--- config.mk ---
export PLATFORM = sky130hd
export DESIGN_NAME = spi_master_multimode
export DESIGN_NICKNAME = d
export VERILOG_FILES = /design/src/rtl/spi_master_pkg.sv /design/src/rtl/spi_clk_gen.sv /design/src/rtl/spi_master_multimode.sv
export SDC_FILE = /design/constraint.sdc
export NUM_CORES = 1
export LEC_CHECK = 0
export ABC_AREA = 1
export BUFFER_PORTS_ARGS = -buffer_cell sky130_fd_sc_hd__buf_2
export CAP_MARGIN = 20
export CORE_UTILIZATION = 32
export CTS_CLUSTER_SIZE = 16
export DETAILED_ROUTE_END_ITERATION = 16
export MAX_ROUTING_LAYER = met4
export PLACE_DENSITY = 0.49
export SLEW_MARGIN = 20
export SYNTH_ARGS = -nofsm -noshare
export SYNTH_HDL_FRONTEND = slang
export SYNTH_SLANG_ARGS = --single-unit
--- constraint.sdc ---
create_clock -name clk -period 3.3 [get_ports clk]
set_input_delay 0.165 -clock clk [delete_from_list [all_inputs] [get_ports clk]]
set_output_delay 0.165 -clock clk [all_outputs]
set_load 0.02 [all_outputs]
--- src/rtl/spi_master_pkg.sv ---
// rtl/spi_master_pkg.sv - shared constants for the multi-mode SPI master
package spi_master_pkg;

   // FSM state encodings
   localparam logic [2:0] ST_IDLE      = 3'd0;
   localparam logic [2:0] ST_REQ       = 3'd1;
   localparam logic [2:0] ST_WAIT_DATA = 3'd2;
   localparam logic [2:0] ST_SS_SETUP  = 3'd3;
   localparam logic [2:0] ST_SHIFT     = 3'd4;
   localparam logic [2:0] ST_SS_HOLD   = 3'd5;

   // Register addresses
   localparam logic [1:0] REG_DIV   = 2'd0;
   localparam logic [1:0] REG_MODE  = 2'd1;
   localparam logic [1:0] REG_BURST = 2'd2;
   localparam logic [1:0] REG_RSVD  = 2'd3;

   // MODE register bit positions
   localparam int MODE_CPHA = 0;
   localparam int MODE_CPOL = 1;
   localparam int MODE_LSB  = 2;

endpackage

--- src/rtl/spi_clk_gen.sv ---
// rtl/spi_clk_gen.sv - half-period divider producing spi_clk and edge strobes
module spi_clk_gen #(
   parameter int DIV_WIDTH = 8
) (
   input  logic                 clk,
   input  logic                 rst,
   input  logic                 run,
   input  logic                 toggle,
   input  logic                 cpol,
   input  logic [DIV_WIDTH-1:0] div,
   output logic                 spi_clk,
   output logic                 tick,
   output logic                 lead,
   output logic                 trail
);

   logic [DIV_WIDTH-1:0] cnt_q, cnt_d;
   logic                 spi_clk_q, spi_clk_d;

   // tick marks the last clk cycle of each half-period (DIV+1 cycles long)
   always_comb begin
      tick      = run && (cnt_q == div);
      lead      = tick && toggle && (spi_clk_q == cpol);
      trail     = tick && toggle && (spi_clk_q != cpol);
      cnt_d     = (!run || tick) ? '0 : cnt_q + 1'b1;
      spi_clk_d = toggle ? (tick ? ~spi_clk_q : spi_clk_q) : cpol;
   end

   // Divider counter and spi_clk register
   always_ff @(posedge clk or negedge rst) begin
      if (!rst) begin
         cnt_q     <= '0;
         spi_clk_q <= 1'b0;
      end else begin
         cnt_q     <= cnt_d;
         spi_clk_q <= spi_clk_d;
      end
   end

   assign spi_clk = spi_clk_q;

endmodule

--- src/rtl/spi_master_multimode.sv ---
// rtl/spi_master_multimode.sv - FIFO-fed SPI master with CPOL/CPHA/LSB/burst modes
module spi_master_multimode
   import spi_master_pkg::*;
#(
   parameter int DATA_WIDTH = 8,
   parameter int N_SLAVES   = 4,
   parameter int DIV_WIDTH  = 8
) (
   input  logic                      clk,
   input  logic                      rst,
   output logic                      fifo_req_data,
   input  logic [DATA_WIDTH-1:0]     fifo_din,
   input  logic                      fifo_din_valid,
   input  logic                      fifo_empty,
   input  logic [$clog2(N_SLAVES):0] spi_slave_addr,
   input  logic [1:0]                reg_addr,
   input  logic [DIV_WIDTH-1:0]      reg_din,
   input  logic                      reg_din_val,
   output logic                      reg_ack,
   output logic                      reg_err,
   output logic                      busy,
   output logic [DATA_WIDTH-1:0]     dout,
   output logic                      dout_valid,
   output logic                      spi_clk,
   output logic                      spi_mosi,
   input  logic                      spi_miso,
   output logic [N_SLAVES-1:0]       spi_ss
);

   localparam int AW = $clog2(N_SLAVES) + 1;
   localparam int EW = $clog2(2 * DATA_WIDTH) + 1;
   localparam int BW = $clog2(DATA_WIDTH) + 1;
   localparam logic [AW-1:0]       N_SLV     = AW'(N_SLAVES);
   localparam logic [EW-1:0]       LAST_EDGE = EW'(2 * DATA_WIDTH - 1);
   localparam logic [BW-1:0]       LAST_BIT  = BW'(DATA_WIDTH - 1);
   localparam logic [N_SLAVES-1:0] SS_ONE    = {{(N_SLAVES-1){1'b0}}, 1'b1};

   logic [2:0]            state_q, state_d;
   logic [DIV_WIDTH-1:0]  div_q, div_d;
   logic [2:0]            mode_q, mode_d;
   logic                  burst_q, burst_d;
   logic                  reg_ack_q, reg_ack_d, reg_err_q, reg_err_d;
   logic [AW-1:0]         addr_q, addr_d;
   logic [DATA_WIDTH-1:0] tx_q, tx_d, rx_q, rx_d, dout_q, dout_d;
   logic                  dout_valid_q, dout_valid_d;
   logic                  mosi_q, mosi_d;
   logic [N_SLAVES-1:0]   ss_q, ss_d;
   logic [EW-1:0]         edge_q, edge_d;
   logic [BW-1:0]         bit_q, bit_d;

   logic cpha, cpol, lsb, tick, lead, trail, shift_ev, samp_ev, reg_wr_ok;
   logic [DATA_WIDTH-1:0] rx_next;

   assign cpha = mode_q[MODE_CPHA];
   assign cpol = mode_q[MODE_CPOL];
   assign lsb  = mode_q[MODE_LSB];

   spi_clk_gen #(.DIV_WIDTH(DIV_WIDTH)) u_clk_gen (
      .clk    (clk),
      .rst    (rst),
      .run    ((state_q == ST_SS_SETUP) || (state_q == ST_SHIFT) || (state_q == ST_SS_HOLD)),
      .toggle (state_q == ST_SHIFT),
      .cpol   (cpol),
      .div    (div_q),
      .spi_clk(spi_clk),
      .tick   (tick),
      .lead   (lead),
      .trail  (trail)
   );

   // Register writes and the transfer FSM with its shift/sample datapath
   always_comb begin
      state_d      = state_q;
      div_d        = div_q;
      mode_d       = mode_q;
      burst_d      = burst_q;
      addr_d       = addr_q;
      tx_d         = tx_q;
      rx_d         = rx_q;
      dout_d       = dout_q;
      dout_valid_d = 1'b0;
      mosi_d       = mosi_q;
      ss_d         = ss_q;
      edge_d       = edge_q;
      bit_d        = bit_q;

      // Config only changes while idle, so an active transfer never sees it move
      reg_wr_ok = reg_din_val && !busy && (reg_addr != REG_RSVD);
      reg_ack_d = reg_wr_ok;
      reg_err_d = reg_din_val && !reg_wr_ok;
      if (reg_wr_ok) begin
         case (reg_addr)
            REG_DIV:   div_d   = (reg_din == '0) ? DIV_WIDTH'(1) : reg_din;
            REG_MODE:  mode_d  = reg_din[2:0];
            REG_BURST: burst_d = reg_din[0];
            default:   ;
         endcase
      end

      // CPHA=0 drives on trailing and samples on leading; CPHA=1 is the reverse
      shift_ev = cpha ? lead : trail;
      samp_ev  = cpha ? trail : lead;
      rx_next  = lsb ? {spi_miso, rx_q[DATA_WIDTH-1:1]} : {rx_q[DATA_WIDTH-2:0], spi_miso};

      case (state_q)
         ST_IDLE: begin
            mosi_d = 1'b0;
            if (!fifo_empty) state_d = ST_REQ;
         end
         ST_REQ: state_d = ST_WAIT_DATA;
         ST_WAIT_DATA: begin
            if (fifo_din_valid) begin
               if (spi_slave_addr >= N_SLV) begin
                  ss_d    = '1;
                  state_d = ST_IDLE;
               end else begin
                  addr_d  = spi_slave_addr;
                  ss_d    = ~(SS_ONE << spi_slave_addr);
                  edge_d  = '0;
                  bit_d   = '0;
                  state_d = ST_SS_SETUP;
                  // CPHA=0 puts the first bit out with SS; CPHA=1 waits for the leading edge
                  if (cpha) begin
                     tx_d   = fifo_din;
                     mosi_d = 1'b0;
                  end else begin
                     mosi_d = lsb ? fifo_din[0] : fifo_din[DATA_WIDTH-1];
                     tx_d   = lsb ? (fifo_din >> 1) : (fifo_din << 1);
                  end
               end
            end
         end
         ST_SS_SETUP: if (tick) state_d = ST_SHIFT;
         ST_SHIFT: begin
            if (shift_ev) begin
               mosi_d = lsb ? tx_q[0] : tx_q[DATA_WIDTH-1];
               tx_d   = lsb ? (tx_q >> 1) : (tx_q << 1);
            end
            if (samp_ev) begin
               rx_d  = rx_next;
               bit_d = bit_q + 1'b1;
               if (bit_q == LAST_BIT) begin
                  dout_d       = rx_next;
                  dout_valid_d = 1'b1;
               end
            end
            // Leave only after the full last period so spi_clk is back at CPOL
            if (tick) begin
               edge_d = edge_q + 1'b1;
               if (edge_q == LAST_EDGE) state_d = ST_SS_HOLD;
            end
         end
         ST_SS_HOLD: begin
            if (burst_q && !fifo_empty && (spi_slave_addr == addr_q)) begin
               state_d = ST_REQ;
            end else if (tick) begin
               ss_d    = '1;
               mosi_d  = 1'b0;
               state_d = ST_IDLE;
            end
         end
         default: state_d = ST_IDLE;
      endcase
   end

   // State and datapath registers
   always_ff @(posedge clk or negedge rst) begin
      if (!rst) begin
         state_q      <= ST_IDLE;
         div_q        <= DIV_WIDTH'(1);
         mode_q       <= '0;
         burst_q      <= 1'b0;
         reg_ack_q    <= 1'b0;
         reg_err_q    <= 1'b0;
         addr_q       <= '0;
         tx_q         <= '0;
         rx_q         <= '0;
         dout_q       <= '0;
         dout_valid_q <= 1'b0;
         mosi_q       <= 1'b0;
         ss_q         <= '1;
         edge_q       <= '0;
         bit_q        <= '0;
      end else begin
         state_q      <= state_d;
         div_q        <= div_d;
         mode_q       <= mode_d;
         burst_q      <= burst_d;
         reg_ack_q    <= reg_ack_d;
         reg_err_q    <= reg_err_d;
         addr_q       <= addr_d;
         tx_q         <= tx_d;
         rx_q         <= rx_d;
         dout_q       <= dout_d;
         dout_valid_q <= dout_valid_d;
         mosi_q       <= mosi_d;
         ss_q         <= ss_d;
         edge_q       <= edge_d;
         bit_q        <= bit_d;
      end
   end

   assign busy          = (state_q != ST_IDLE);
   assign fifo_req_data = (state_q == ST_REQ);
   assign reg_ack       = reg_ack_q;
   assign reg_err       = reg_err_q;
   assign dout          = dout_q;
   assign dout_valid    = dout_valid_q;
   assign spi_mosi      = mosi_q;
   assign spi_ss        = ss_q;

endmodule

* After elaboration in Yosys (flattened, before gate mapping)
Index checks and enable logic that the tools add are counted.
Word-level totals: register bits 68, input bits 27, output and inout bits 19, word-level logic and storage cells 133
Cells by class: add/sub/neg operators 3, order comparisons 1, equality and inequality tests 25, shifts and indexed selects 1, muxes and demuxes 48, bitwise logic cells 3, reductions and logical operators 35
Operators by type and width (count):
- 8-bit 2-to-1 mux | 9
- 4-bit 2-to-1 mux | 7
- 2-bit != test (second input constant) | 11
- 3-bit 2-to-1 mux | 7
- 3-bit case mux with 6 select lines | 1
- 4-bit case mux with 2 select lines | 2
- 8-bit case mux with 2 select lines | 1
- 4-bit AND reduction | 4
- 1-bit 2-to-1 mux | 15
- 5-bit 2-to-1 mux | 3
- 6-bit AND reduction | 2
- 5-bit case mux with 2 select lines | 1
- 1-bit logical AND | 9
- 8-bit by 1-bit adder with 8-bit output (second input constant) | 1
- 8-bit equality test | 1
- 8-bit logical NOT | 1
- 2-bit AND reduction | 4
- 3-bit by 2-bit equality test with 1-bit output (second input constant) | 2
- 3-bit equality test (second input constant) | 2
- 3-bit AND reduction | 2
- 5-bit by 1-bit adder with 5-bit output (second input constant) | 1
- 5-bit by 4-bit equality test with 1-bit output (second input constant) | 1
- 4-bit by 1-bit adder with 4-bit output (second input constant) | 1
- 4-bit by 3-bit equality test with 1-bit output (second input constant) | 1
- other kinds (20) | 27

* Depth between registers and ports, before layout
word-level depth 9, mapped depth 12, mapped depth without buffers 12

* By module
From an unflattened synthesis, not the netlist that was laid out.
Second synthesis, totals: cells, all modules 535, area, all modules 3824.9 um2
Modules (own cells, without submodules):
- spi_master_multimode | times used 1, cells an instance 436, area each 3206.8 um2, sequential area each 1482.7 um2
- spi_clk_gen | times used 1, cells an instance 99, area each 618.1 um2, sequential area each 225.2 um2

* Worst setup path after synthesis
No wires, ideal clock.
path kind reg2reg, start point register div_q[0], end point register dout_q[3], in the netlist dout[3], setup time 0.127 ns, arrival 1.474 ns, data required time 3.173 ns, setup slack 1.699 ns, cell stages (with the launch flop) 10, buffers on the path 1, clock period less this slack 1.601 ns, cell sequence dfstp_2 > xnor2_1 > nand2_1 > nor2_2 > nand2_4 > nor2_8 > nand3_4 > buf_6 > nand2_2 > o21ai_2
Between the ends: cells in the longest elaborated chain, start to end 6, elaborated cells between the ends (all ways) 7, those cells by class 1 x eq/ne; 1 x mux; 5 x reduce/logical
RTL lines:
- start: declaration | line spi_master_multimode.sv:39 | logic [DIV_WIDTH-1:0] div_q, div_d;
- start signal: assignment | line spi_master_multimode.sv:186 | div_q <= div_d;
- 8-bit equality test * | line spi_clk_gen.sv:22 | tick = run && (cnt_q == div);
- 1-bit logical AND * | line spi_clk_gen.sv:22
- 1-bit logical AND * | line spi_clk_gen.sv:23, spi_clk_gen.sv:24
- 1-bit logical AND (on tied branches) | line spi_clk_gen.sv:23, spi_clk_gen.sv:24
- 1-bit 2-to-1 mux * | line spi_master_multimode.sv:102 | samp_ev = cpha ? trail : lead;
- 3-bit AND reduction (no line) *
- end signal: assignment | line spi_master_multimode.sv:194 | dout_q <= dout_d;
- end: declaration | line spi_master_multimode.sv:44 | logic [DATA_WIDTH-1:0] tx_q, tx_d, rx_q, rx_d, dout_q, dout_d;
Every way passes the cells marked *; elsewhere a longest branch is shown, timed or not. A chain may end at the register's enable or synchronous reset.

* Worst setup path in the final report
start point register state_q[1], end point register div_q[6]
Between the ends: cells in the longest elaborated chain, start to end 5
RTL lines:
- start: declaration | line spi_master_multimode.sv:38 | logic [2:0] state_q, state_d;
- start signal: assignment | line spi_master_multimode.sv:185 | state_q <= state_d;
- 3-bit nonzero test | line spi_master_multimode.sv:203 | assign busy = (state_q != ST_IDLE);
- 1-bit logical NOT | line spi_master_multimode.sv:88 | reg_wr_ok = reg_din_val && !busy && (reg_addr != REG_RSVD);
- 1-bit logical AND (2 in a row) | line spi_master_multimode.sv:88
- 2-bit AND reduction (no line)
No other way between the ends.

==> out/qor.yml <==
clock_network:
  cts_buffers: 9
  clock_sinks: 68
  clk_pin_slew_ps: 50
  clock_path_buffers: 2
  root_buffer: "clkbuf_16"
  cts_tree: "done"
  cts.htree.levels: 3
  insertion_delay_ps: 330
  cts_resized: 0
global_route:
  antenna_found_initial: 0
  grt_pass1_wl_mm: 13.79
  grt_use_total_pct: 15.64
  grtUsageMet2_pct: 24.48
  grt_busiest_layer: "met2"
  grt_max_degree: 36
  met3_usage_pct: 3.527
  grt.overflow.total: 0
  grt_pass1_vias: 2850
  gr-usage-met1_pct: 19.63
sta:
  hold_violations: 0
  final_max_slew_viol_count: 0
  rsz0062_at_grt: "no"
  fmax_mhz: 518.7
  worst_pin_slew_ps: 824.0
  finClkSkew_ps: 6.561
  slew_headroom_pct: 45.07
  setup_tns_ps: 0
  min_period_ps: 1928
  min_period_over_period_pct: 58.42
  setup_viol: 0
drt:
  wl_mm: 8.081
  drcViolationCount: 0
  ant_nets: 0
  dr.first_iter.drc_count: 114
  wl_per_cell_um: 12.93
  vias: 2950
  drt_pre_antenna_iters: 4
  vias_per_cell: 4.720
floorplan:
  die-height_um: 109.1
  initial_core_util_pct: 33.30
  fp.dieW_um: 109.1
  core_area_um2: 11030
  io_pins: 46
  dieArea_um2: 11910
  rows: 38
worst_setup_path:
  reg2reg_depth: 4
  cp_num_buf_inv: 0
  crit_family: "simple AND/OR/NAND/NOR gates"
  path_depth: 4
  crit_required_ps: 3520
  cp_max_fo: 12
  critPathLaunchType: "flop"
  crit_chain: "nor2_2, nand3_1, nor3_2, mux2_2"
  crit_path_top_delay_cell: "nor3_2"
  cp.arrival_ps: 2140
  critPathMaxStageDelay_ps: 560
  criticalPathCategory: "flop to flop"
  r2r_slack_ps: 1370
  cp-end-kind: "flop"
yosys:
  ys_seq_elements: 68
  yosys_warnings: 0
  synth-main-ff-cell: "dfrtp_1"
  async_flop_share_pct: 100.0
  ys_types: 43
  syn_nets: 461
  synthesis.area_um2: 3674
  synth_area_per_cell_um2: 8.543
  ys_seq_area_share_pct: 46.49
  synthCells: 430
  synth_edf_count: 0
worst_hold_path:
  hold_path_class: "input port to flop"
  whs_path_depth: 2
final_layout:
  insertedDiodeCount: 0
  mostFrequentLayoutCell: "nand2_1"
  areaGrowthSynthToFinish_pct: 18.09
  drive_gt1_share_pct: 24.33
  nets: 511
  num-fill-cells: 1129
  postLayoutCoreUtil_pct: 39.33
  final_cell_mix: "nand2_1, dfrtp_1, buf_2"
placed_design:
  port_buffers: 45
  finalWeightedCongestion: 0.8019
  dp_hpwl_mm: 5.931
power:
  leakagePower_uw: 0.002146
  power_density_nw_per_um2: 806.2
  peakVddDrop_uv: 319.9
job:
  max_cap_viol_count: 0
status:
  outcome: "finished, final reports clean"
==> state kept, by name, indices dropped and copies added (netlist names) <==
signal,cells
addr_q,3
bit_q,4
burst_q,1
div_q,8
dout,8
dout_valid,1
edge_q,5
mode_q,3
reg_ack,1
reg_err,1
rx_q,8
spi_mosi,1
spi_ss,4
state_q,3
tx_q,8
u_clk_gen.cnt_q,8
u_clk_gen.spi_clk,1
==> worst register-to-register path: stages (launching register included) <==
cell and delay [ps]:
dfrtp_1 470, nor2_2 210, nand3_1 170, nor3_2 560, mux2_2 410
==> through the flow <==
stage | total power [uW] | instance area [um2] | setup WS [ps] | hold WS, ps | cells
2_1_floorplan | 2229 | 3674 | 1699 | -130.6 | 430
3_3_place_gp | 2524 | 4024 | 1433 | 319.2 | 608
3_5_place_dp | 2542 | 4024 | 1383 | 321.4 | 608
4_1_cts | 3555 | 4338 | 1369 | 43.92 | 625
5_1_grt | 3780 | 4338 | 1203 | 61.84 | 625
6_report | 3497 | 4338 | 1372 | 55.68 | 625
==> cells in the mapped netlist, types with 3 or more instances <==
master    instances  area [um2]
nand2_2           4       25.02
nand2_4           6       67.56
ha_1              4       50.05
o22ai_1           4       25.02
xor2_1            4       35.03
nand3_1          16       80.08
buf_2             4       20.02
nor2_1           31       116.4
buf_6             3       33.78
dfstp_2           5       131.4
o21ai_2          23       201.4
o211ai_1          3       22.52
nor3b_1           3       22.52
nand2_1         124       465.5
a21oi_1          18       90.09
xnor2_1           6       52.55
mux2_2            5       56.30
nor4_1            5       31.28
inv_1            36       135.1
o21ai_0          21       105.1
nor3_1            7       35.03
mux2i_1           6       60.06
nand4_1           4       25.02
inv_2             3       11.26
dfrtp_1          63        1577
==> power breakdown <==
part	internal [uW]	switching (uW)
Sequential	1080	213
Clock	624	363
Combinational	437	778
==> final cells by class <==
type / instances / area [um2] / share of cell area, %
clock inverter: 4 / 47.55 / 1.096
inverter: 39 / 146.4 / 3.375
sequential: 68 / 1708 / 39.37
timing repair buffer: 48 / 250.2 / 5.769
multi-input combinational: 314 / 1754 / 40.44
clock buffer: 12 / 256.5 / 5.913
tap: 140 / 175.2 / 4.038
==> layer usage <==
layer | vias up | part of all wire [%]
li1 | 1524 | -
met5 | - | 0
met1 | 1372 | 48
met2 | 42 | 47
met4 | 0 | 1.9
met3 | 12 | 3.3
==> worst paths after layout <==
check                       endpoint      startpoint
min in group asynchronous  addr_q[1]             rst
setup / recovery            div_q[6]      state_q[1]
max in group asynchronous   div_q[0]             rst
hold / removal             addr_q[2]  fifo_din_valid
setup reg to reg            div_q[6]      state_q[1]
hold reg to reg            spi_ss[3]       spi_ss[3]
==> what timing repair did <==
action,in CTS,in global routing
endpoints found under the hold margin,29,0
buffers inserted,0,0
endpoints found under the setup margin,0,0
hold buffers,1,0
==> logic make-up (layout without fill, tap and decap cells) <==
kind of cell	after synthesis	after routing	synth area share (%)
AO/OA/AOI/OAI	78	78	14.17
XOR/XNOR	10	10	2.384
adder cells (fa/ha/maj)	4	4	1.362
buffers and inverters	48	103	5.756
flip-flops	68	68	46.49
multiplexers	11	11	3.168
AND/OR/NAND/NOR	211	211	26.67
Power figures use the tool's default switching activity.
